## config.mk

```make
export PLATFORM = sky130hd
export DESIGN_NAME = slt_compare_unit_flat
export DESIGN_NICKNAME = d
export VERILOG_FILES = /design/src/rtl/slt_compare_unit_pkg.sv /design/src/rtl/slt_compare_unit_if.sv /design/src/rtl/slt_compare_unit_cmp_chunk.sv /design/src/rtl/slt_compare_unit.sv /design/src/flat_wrapper.sv
export SDC_FILE = /design/constraint.sdc
export NUM_CORES = 1
export LEC_CHECK = 0
export ABC_AREA = 0
export BUFFER_PORTS_ARGS = -buffer_cell sky130_fd_sc_hd__clkbuf_2
export CAP_MARGIN = 20
export CORE_UTILIZATION = 45
export DETAILED_ROUTE_END_ITERATION = 10
export HOLD_SLACK_MARGIN = 0.03
export PLACE_DENSITY = 0.7
export SLEW_MARGIN = 20
export SYNTH_ARGS = -nofsm -noshare
export SYNTH_HDL_FRONTEND = slang
export SYNTH_SLANG_ARGS = --single-unit
```

## constraint.sdc

```tcl
create_clock -name clk -period 2.5 [get_ports clk]
set_clock_uncertainty 0.15 [all_clocks]
set_input_delay 0.125 -clock clk [delete_from_list [all_inputs] [get_ports clk]]
set_output_delay 0.125 -clock clk [all_outputs]
set_load 0.02 [all_outputs]
```

## src/rtl/slt_compare_unit_pkg.sv

```systemverilog
// Shared types and constants for the chunked SLT/SLTU compare unit.
// Operand bias helper maps signed order onto unsigned order.
package compare_pkg;

  localparam int XLEN = 32;

  typedef enum logic [1:0] {
    IDLE,
    BUSY,
    DONE
  } state_t;

  function automatic logic [XLEN-1:0] bias(
    input logic [XLEN-1:0] v,
    input logic            uns
  );
    return uns ? v : {~v[XLEN-1], v[XLEN-2:0]};
  endfunction

endpackage

```

## src/rtl/slt_compare_unit_if.sv

```systemverilog
// Operand/result handshake bundle of the compare unit.
// The unit is the slave; the issuing stage is the master.
interface slt_compare_unit_if;
  import compare_pkg::*;

  logic            in_valid;
  logic            in_ready;
  logic [XLEN-1:0] op_a;
  logic [XLEN-1:0] op_b;
  logic            is_unsigned;
  logic            out_valid;
  logic            out_ready;
  logic            lt;

  modport slave (
    input  in_valid,
    input  op_a,
    input  op_b,
    input  is_unsigned,
    input  out_ready,
    output in_ready,
    output out_valid,
    output lt
  );

  modport master (
    output in_valid,
    output op_a,
    output op_b,
    output is_unsigned,
    output out_ready,
    input  in_ready,
    input  out_valid,
    input  lt
  );
endinterface

```

## src/rtl/slt_compare_unit_cmp_chunk.sv

```systemverilog
// Combinational unsigned compare of one chunk pair.
// Produces equality and less-than for the MSB-first walk.
module cmp_chunk #(
  parameter int W = 8
) (
  input  logic [W-1:0] i_a,
  input  logic [W-1:0] i_b,
  output logic         o_eq,
  output logic         o_lt
);

  assign o_eq = (i_a == i_b);
  assign o_lt = (i_a < i_b);

endmodule

```

## src/rtl/slt_compare_unit.sv

```systemverilog
// Multi-cycle SLT/SLTU comparator walking CHUNK_W bits per cycle,
// MSB-first, stopping at the first differing chunk.
module slt_compare_unit
  import compare_pkg::*;
#(
  parameter int CHUNK_W = 8
) (
  input logic              clk,
  input logic              rst_n,
  input logic              flush,
  slt_compare_unit_if.slave bus
);

  localparam int NCHUNK = XLEN / CHUNK_W;
  localparam int IDX_W  = (NCHUNK > 1) ? $clog2(NCHUNK) : 1;
  localparam logic [IDX_W-1:0] LAST = IDX_W'(NCHUNK - 1);

  state_t            r_state;
  state_t            w_state_nxt;
  logic [IDX_W-1:0]  r_idx;
  logic [IDX_W-1:0]  w_idx_nxt;
  logic [XLEN-1:0]   r_a;
  logic [XLEN-1:0]   r_b;
  logic [XLEN-1:0]   w_a_nxt;
  logic [XLEN-1:0]   w_b_nxt;
  logic              r_uns;
  logic              w_uns_nxt;
  logic              r_lt;
  logic              w_lt_nxt;

  logic [XLEN-1:0]    w_ka;
  logic [XLEN-1:0]    w_kb;
  logic [CHUNK_W-1:0] w_ca;
  logic [CHUNK_W-1:0] w_cb;
  logic               w_eq;
  logic               w_clt;

  assign w_ka = bias(r_a, r_uns);
  assign w_kb = bias(r_b, r_uns);

  always_comb begin
    w_ca = '0;
    w_cb = '0;
    for (int i = 0; i < NCHUNK; i++) begin
      if (r_idx == IDX_W'(i)) begin
        w_ca = w_ka[XLEN-1-i*CHUNK_W -: CHUNK_W];
        w_cb = w_kb[XLEN-1-i*CHUNK_W -: CHUNK_W];
      end
    end
  end

  cmp_chunk #(
    .W (CHUNK_W)
  ) u_cmp (
    .i_a  (w_ca),
    .i_b  (w_cb),
    .o_eq (w_eq),
    .o_lt (w_clt)
  );

  assign bus.in_ready  = (r_state == IDLE) && rst_n;
  assign bus.out_valid = (r_state == DONE);
  assign bus.lt        = r_lt;

  always_ff @(posedge clk) begin
    if (!rst_n) begin
      r_state <= IDLE;
      r_idx   <= '0;
      r_a     <= '0;
      r_b     <= '0;
      r_uns   <= 1'b0;
      r_lt    <= 1'b0;
    end else begin
      r_state <= w_state_nxt;
      r_idx   <= w_idx_nxt;
      r_a     <= w_a_nxt;
      r_b     <= w_b_nxt;
      r_uns   <= w_uns_nxt;
      r_lt    <= w_lt_nxt;
    end
  end

  always_comb begin
    w_state_nxt = r_state;
    w_idx_nxt   = r_idx;
    w_a_nxt     = r_a;
    w_b_nxt     = r_b;
    w_uns_nxt   = r_uns;
    w_lt_nxt    = r_lt;
    if (flush) begin
      w_state_nxt = IDLE;
      w_idx_nxt   = '0;
      w_lt_nxt    = 1'b0;
    end else begin
      unique case (r_state)
        IDLE: begin
          if (bus.in_valid) begin
            w_a_nxt     = bus.op_a;
            w_b_nxt     = bus.op_b;
            w_uns_nxt   = bus.is_unsigned;
            w_idx_nxt   = '0;
            w_state_nxt = BUSY;
          end
        end
        BUSY: begin
          if (!w_eq) begin
            w_lt_nxt    = w_clt;
            w_state_nxt = DONE;
          end else if (r_idx == LAST) begin
            w_lt_nxt    = 1'b0;
            w_state_nxt = DONE;
          end else begin
            w_idx_nxt = r_idx + IDX_W'(1);
          end
        end
        DONE: begin
          if (bus.out_ready) begin
            w_state_nxt = IDLE;
          end
        end
        default: begin
          w_state_nxt = IDLE;
        end
      endcase
    end
  end

endmodule

```

## src/flat_wrapper.sv

```systemverilog
// flat-port wrapper written by rule: the top's interface ports become plain ports
module slt_compare_unit_flat import compare_pkg::*;
#(
  parameter int CHUNK_W = 8
)
  (clk, rst_n, flush, bus_in_valid, bus_op_a, bus_op_b, bus_is_unsigned, bus_out_ready, bus_in_ready, bus_out_valid, bus_lt);
  slt_compare_unit_if bus_i ();
  input logic clk;
  input logic rst_n;
  input logic flush;
  input wire logic [$bits(bus_i.in_valid)-1:0] bus_in_valid;
  input wire logic [$bits(bus_i.op_a)-1:0] bus_op_a;
  input wire logic [$bits(bus_i.op_b)-1:0] bus_op_b;
  input wire logic [$bits(bus_i.is_unsigned)-1:0] bus_is_unsigned;
  input wire logic [$bits(bus_i.out_ready)-1:0] bus_out_ready;
  output wire logic [$bits(bus_i.in_ready)-1:0] bus_in_ready;
  output wire logic [$bits(bus_i.out_valid)-1:0] bus_out_valid;
  output wire logic [$bits(bus_i.lt)-1:0] bus_lt;
  assign bus_i.in_valid = bus_in_valid;
  assign bus_i.op_a = bus_op_a;
  assign bus_i.op_b = bus_op_b;
  assign bus_i.is_unsigned = bus_is_unsigned;
  assign bus_i.out_ready = bus_out_ready;
  assign bus_in_ready = bus_i.in_ready;
  assign bus_out_valid = bus_i.out_valid;
  assign bus_lt = bus_i.lt;
  slt_compare_unit #(.CHUNK_W(CHUNK_W)) u_core (.clk(clk), .rst_n(rst_n), .flush(flush), .bus(bus_i));
endmodule
```

==> results of run 1 <==
[worst max-delay path: stages, from the launching register on]
cell      delay (ps)
dfxtp_2          390
inv_2             70
buf_4            150
ha_4             180
buf_12           140
buf_4            160
o21ai_2          130
buf_4            120
mux2i_1           80
ha_1             310
nand4_1          100
nor3_2           200
buf_4            180
nand3b_1         100
a31oi_1           90
[through the flow]
stage / hold slack (ps) / util / worst slack [ps] / TNS, ps
floorplan: 110 / - / 20.9 / 0
global placement: 197 / 0.537 / -235 / -1030
detailed placement: 204 / 0.537 / -310 / -1350
CTS: 85.4 / 0.693 / -54.7 / -123
global route: 135 / 0.699 / -307 / -1390
finish: 91.8 / 0.699 / -165 / -768
[layer usage]
layer | share of wire | GRT usage
met5 | 0 | 0
met4 | 0.022 | 0.0984
met3 | 0.038 | 0.0381
met2 | 0.48 | 0.415
met1 | 0.46 | 0.300
[Yosys cell counts (all sizes together)]
cell type and number:
a22oi 1, or4b 1, a2111oi 2, dfxtp 70, a221oi 1, nand4 2
ha 12, o21ba 1, inv 4, nor4b 1, xnor2 2, nor3b 1
buf 16, a31oi 2, nand2 155, nor3 3, o32ai 1, nand3 2
mux2i 8, o21a 1, o31ai 1, o21bai 1, nand3b 9, a21oi 23
and3b 7, a221o 1, nand2b 3, a21boi 65, nor2 2, nor2b 5
clkbuf 16, o21ai 15
[sequential cells by signal (all words and copies together), names as in the netlist]
name	count
u_core.r_idx	2
u_core.r_state	2
u_core.r_uns	1
u_core.r_b	32
u_core.r_a	32
u_core.bus.lt	1
[timing repair]
action | in CTS | in global routing
resized for setup | 43 | 15
setup endpoints to repair | 5 | 5
buffers inserted | 7 | 5
gates cloned | 2 | 0
hold endpoints to repair | 69 | 0
pin swaps | 23 | 16
hold buffers | 68 | 0
[how the worst max path moves through the flow]
stage | startpoint | endpoint | slack (ps) | cells past startpoint
after floorplan | u_core.r_idx[1]$_SDFFE_PP0P_ | u_core.r_state[1]$_SDFFE_PP0P_ | 20 | 12
after global placement | u_core.r_idx[0]$_SDFFE_PP0P_ | u_core.r_idx[0]$_SDFFE_PP0P_ | -240 | 11
after detailed placement | u_core.r_idx[0]$_SDFFE_PP0P_ | u_core.r_idx[0]$_SDFFE_PP0P_ | -310 | 11
after CTS | u_core.r_idx[1]$_SDFFE_PP0P_ | u_core.r_idx[0]$_SDFFE_PP0P_ | -50 | 15
after global routing | u_core.r_idx[0]$_SDFFE_PP0P_ | u_core.r_idx[1]$_SDFFE_PP0P_ | -310 | 14
final | u_core.r_idx[0]$_SDFFE_PP0P_ | u_core.r_idx[0]$_SDFFE_PP0P_ | -160 | 14
[power by group]
part           leakage, nW  internal [mW]  switching [mW]
logic                 1.38          0.255           0.197
registers            0.572           1.17          0.0390
clock network        0.106          0.564           0.453
[logic make-up after synthesis]
| group | Yosys count |
|---|---|
| adder cells (fa/ha/maj) | 12 |
| flip-flops | 70 |
| multiplexers | 8 |
| AND/OR/NAND/NOR | 191 |
| buffers and inverters | 36 |
| AO/OA/AOI/OAI | 115 |
| XOR/XNOR | 2 |
[layout make-up]
class / count / share of cell area
clock buffers: 9 / 0.0242
well taps: 99 / 0.0242
clock inverters: 7 / 0.0190
flip-flops and latches: 70 / 0.274
inverters: 4 / 0.00342
repair buffers: 168 / 0.260
multi-input cells: 328 / 0.395
==> summary.txt, run 1 <==
GRT
  • Total GRT Usage: 0.241
  • GRT Residual Overflow: 0
  • Initial antenna violation count: 0
  • Vias in the first global route: approximately 3300
  • Largest net degree at the start of global routing: 67
  • Wire length of the first global-routing pass: 15.5 mm

Setup path
  • Critical path peak fanout: 6
  • RR Startpoint: u_core.r_idx[0]$_SDFFE_PP0P_
  • Crit path required time: ~2600 ps
  • Startpoint Class: register
  • Crit path capture type: register
  • Crit path arrival time: 2750 ps
  • Worst reg2reg path depth: 14
  • CP Class: reg2reg
  • Critical R2R Capture: u_core.r_idx[0]$_SDFFE_PP0P_
  • R2R setup slack: -160 ps

Yosys
  • Largest family of logic cells by synthesized area: simple AND/OR/NAND/NOR gates
  • #FFs+latches synth: 70
  • Mux contribution to synthesized area: 0.0231
  • Synth Area in XOR/XNOR: 0.00506
  • Unique masters post-synth: 35
  • Synth Area in Simple Gates: 0.243
  • Post-synth net total: between 500 and 600
  • Mean Syn Cell Area: 7.98 µm²
  • Mapped Cells: 434
  • Area leader, netlist: dfxtp_1
  • Post-synthesis compound-gate area fraction: 0.224
  • Area share of the largest cell type after synthesis: 0.404
  • Synth Area in Adders: 0.0433
  • Top cells by area, synth: dfxtp_1, nand2_1, a21boi_1
  • Ys Warns: 0
  • Post-synthesis cell area: 3460 µm²
  • Sequential cell area fraction in the yosys report: 0.404

STA
  • Unrepaired setup endpoints after global routing: true
  • Final worst path period share: 1.07
  • Slew margin rel.: 0.550
  • Achievable frequency: 375 MHz
  • Min Tclk post-route: between 2000 and 3000 ps
  • Measured slew at the worst slew-check pin: 675 ps
  • Final WS setup: -165 ps
  • Fin. Hold Viols: 0
  • Final setup violation count: 5
  • Final Max Slew Viols: 0

Route
  • Avg WL per Cell: 14.0 µm
  • DRT Wirelength: 9.61 mm
  • Antenna-violating nets left: 0
  • DRC: 0
  • Vias: 3460
  • Via density: about 5.1
  • Drt first pass iters: 4
  • Number of DRC markers in iteration 0: between 200 and 250

Final layout
  • Fillers: 554
  • Final net count: 663
  • Most common cell after layout, fill and taps aside: nand2_1
  • Post-Layout Cell Count: 685
  • Commonest cells after routing, fill and taps aside: nand2_1, clkbuf_2, dlygate4sd3_1, dfxtp_1, a21boi_1
  • Syn-to-layout area delta: 47.9%
  • Diode count: 0
  • Reg area: 1400 µm²
  • Area of the multi-input gates: slightly above 2000 µm²
  • Share of post-route cells with drive strength above 1: 0.249
  • Post-route cell area: 5120 µm²

Floorplanning
  • Initial Util: 0.473
  • DIE HEIGHT: roughly 90 µm
  • Row cnt: 31
  • Io pins: 73
  • Die W: 89.7 µm
  • Die area: 8050 µm²
  • Core Area: around 7300 µm²

Clock tree
  • CTS tree: yes
  • CTS root buf: clkbuf_8
  • Clock sinks: 70
  • # H-tree levels: 3
  • CTS buffer count: 9
  • Worst skew pair latency: about 360 ps
  • Clock Path Buffers: 2
  • Clock transition at path regs: 70 ps

Hold path
  • HP Class: in2reg
  • Hold_sp: flush
  • Hold path depth: 3
  • Worst Hold Endpoint: u_core.r_idx[1]$_SDFFE_PP0P_

Status
  • Failing checks: setup timing
  • Status: finished, violations left

Power
  • Pleak: between 2 and 2.5 nW
  • Cell Pwr Density: ~520 nW/µm²
  • Peak VDD IR: approximately 320 µV
  • Pwr Total: 2.68 mW

Placed design
  • Post-DP HPWL: about 5.8 mm
  • Placer Congestion: approximately 0.85
  • Placed insts: 589
  • Buffers on Ports: 72
  • Dpl cell area: 3940 µm²

Flow run
  • Max-cap viol count: 0
No activity file was read; power rests on OpenSTA's default activity.
==> run 2: changes to the inputs <==
--- a/config.mk
+++ b/config.mk
@@ -5,13 +5,13 @@
 export SDC_FILE = /design/constraint.sdc
 export NUM_CORES = 1
 export LEC_CHECK = 0
-export ABC_AREA = 0
+export ABC_AREA = 1
 export BUFFER_PORTS_ARGS = -buffer_cell sky130_fd_sc_hd__clkbuf_2
 export CAP_MARGIN = 20
 export CORE_UTILIZATION = 45
 export DETAILED_ROUTE_END_ITERATION = 10
 export HOLD_SLACK_MARGIN = 0.03
-export PLACE_DENSITY = 0.7
+export PLACE_DENSITY = 0.71
 export SLEW_MARGIN = 20
 export SYNTH_ARGS = -nofsm -noshare
 export SYNTH_HDL_FRONTEND = slang
==> summary.txt, run 2 <==
STA
  • Final setup violation count: 0
  • Hold Worst Slack: 132 ps
  • Final Max Slew Viols: 0
  • Final setup TNS: 0 ps
  • Final WS setup: ~84 ps
  • Achievable frequency: 414 MHz
  • Min Tclk post-route: 2420 ps
  • Measured slew at the worst slew-check pin: 586 ps
  • Fin. Hold Viols: 0
  • Slew margin rel.: 0.609
  • Final worst path period share: 0.966

Yosys
  • Synth top cells by count: nor2_1, dfxtp_1, o21ai_0
  • Most common cell in the synthesized netlist: nor2_1
  • Async SR Flop Fraction: 0
  • Post-synth EDFFs: 0
  • Unique masters post-synth: 23
  • Mapped Cells: 460
  • #FFs+latches synth: 70
  • Post-synthesis cell area: 3280 µm²
  • Area share of the largest cell type after synthesis: 0.427
  • Top_reg_cell synth: dfxtp_1
  • Area leader, netlist: dfxtp_1
  • Post-synth net total: approximately 540
  • Top cells by area, synth: dfxtp_1, nor2_1, o21ai_0
  • Sequential cell area fraction in the yosys report: 0.427
  • Mean Syn Cell Area: 7.13 µm²
  • Ys Warns: 0

Power
  • Cell-internal power: 2.06 mW
  • Cell Pwr Density: 603 nW/µm²
  • Sequential Power Share: 0.439
  • Sw frac: 0.273
  • Pwr Total: 2.84 mW
  • Comb pwr share: 0.202
  • Pleak: 2.12 nW
  • Reported net switching power: 0.775 mW
  • Clock power frac: 0.359
  • Peak VDD IR: 318 µV

Clock tree
  • Clock Path Buffers: 2
  • Clock transition at path regs: 70 ps
  • # H-tree levels: 3
  • CTS buffer count: 9
  • CTS tree: yes
  • Clock sinks: 70
  • Worst skew pair latency: 350 ps
  • CTS root buf: clkbuf_8

Setup path
  • CP peak stage delay: 380 ps
  • Crit path capture type: register
  • Crit-path slowest cell: dfxtp_4
  • Cell-by-cell trace of the critical path: inv_2, ha_2, nor2_4, clkbuf_16, a22oi_1, nand2_1, a22oi_1, ha_1, nand2_2, nor2_2, nand4_1, nand2_1, nor2_1, nor2_1
  • Crit path required time: 2630 ps
  • Startpoint Class: register
  • CP Class: reg2reg
  • Crit path arrival time: 2540 ps
  • Critical path peak fanout: 7

GRT
  • GR Util met3: 0.0559
  • Vias in the first global route: 3148
  • Largest net degree at the start of global routing: 69
  • Total GRT Usage: 0.248
  • GR Layer Usage met2: 0.409
  • Met1 usage: 0.318
  • Wire length of the first global-routing pass: 14.4 mm
  • GRT Residual Overflow: 0
  • Most used routing layer: met2
  • Initial antenna violation count: 0

Status
  • Status: completed

Floorplanning
  • Io pins: 73
  • Die W: 87.4 µm
  • Die area: 7640 µm²
  • Initial Util: 0.475
  • Core Area: roughly 7000 µm²
  • DIE HEIGHT: 87.4 µm
  • Row cnt: 30

Flow run
  • Max-cap viol count: 0

Route
  • DRC: 0
  • DRT Wirelength: approximately 9.1 mm
  • Via density: around 5.0
  • Vias: 3433
  • Number of DRC markers in iteration 0: 189
  • Avg WL per Cell: 13.1 µm
  • Antenna-violating nets left: 0
  • Drt first pass iters: 5

Placed design
  • Post-DP HPWL: 5.63 mm
  • Setup slack at placement: -218 ps
  • Placer Congestion: 0.808
  • Buffers on Ports: 72

Final layout
  • Util after Layout: 0.681
  • Diode count: 0
  • Final net count: 674
  • Most common cell after layout, fill and taps aside: nor2_1
  • Share of post-route cells with drive strength above 1: 0.201
  • Commonest cells after routing, fill and taps aside: nor2_1, clkbuf_2, dlygate4sd3_1, dfxtp_1, o21ai_0
  • Syn-to-layout area delta: 43.3%
  • Largest regs: u_core.r_a (32), u_core.r_b (32)

Hold path
  • HP Class: in2reg
run 2: metal layers:
metal / part of all wire / up-vias
li1: - / 1771
met1: 0.45 / 1559
met2: 0.49 / 88
met3: 0.042 / 15
met4: 0.016 / 0
met5: 0 / -
run 2: final cells by class:
class / count / area [µm²]
timing repair buffer: 150 / 1160
clock inverter: 5 / 81.3
tap: 96 / 120
fill: 595 / 2200
sequential: 70 / 1410
inverter: 21 / 81.3
multi-input combinational: 340 / 1710
clock buffer: 11 / 141
run 2: worst paths after layout:
kind	to	depth (start not counted)	from	slack, ps
worst min register to register	u_core.r_b[31]$_SDFFE_PN0P_	2	u_core.r_b[31]$_SDFFE_PN0P_	320
worst max register to register	u_core.r_idx[0]$_SDFFE_PP0P_	14	u_core.r_idx[1]$_SDFFE_PP0P_	80
worst min-delay path	u_core.r_b[7]$_SDFFE_PN0P_	3	rst_n	130
worst max-delay path	u_core.r_idx[0]$_SDFFE_PP0P_	14	u_core.r_idx[1]$_SDFFE_PP0P_	80
run 2: per-stage QoR:
stage / instances / cell area (µm²)
after CTS: 692 / 4600
final: 693 / 4700
after global placement: 607 / 3670
after global routing: 693 / 4700
after floorplan: 460 / 3280
after detailed placement: 607 / 3670
run 2: logic make-up (layout without fill, tap and decap cells):
family                     Yosys count  count (layout)  synth area share
AOI/OAI and AO/OA                  118             118             0.199
adders and majority gates           12              12            0.0457
buffers and inverters               50             187            0.0747
DFF                                 70              70             0.427
and+or+nand+nor                    210             210             0.254
run 2: power groups by stage:
stage / registers [mW] / logic [mW] / clock network [mW]
after floorplan: 1.25 / 0.318 / 0
after global placement: 1.27 / 0.421 / 0
after detailed placement: 1.27 / 0.432 / 0
after CTS: 1.24 / 0.533 / 1.04
after global routing: 1.25 / 0.648 / 1.09
final: 1.25 / 0.575 / 1.02
run 2: repair_timing:
item,CTS,global route
cloned,0,1
pin swaps,1,11
setup buffers,1,0
gates resized for setup,5,26
hold endpoints to repair,70,0
hold buffers,68,0
endpoints found under the setup margin,5,5
run 2: worst max-delay path: cells and delay by family (launching register included):
kind | cells | cell delay (ps)
flops | 1 | 380
buf+inv | 2 | 240
simple gates | 8 | 920
fa+ha+maj | 2 | 520
compound gates | 2 | 120
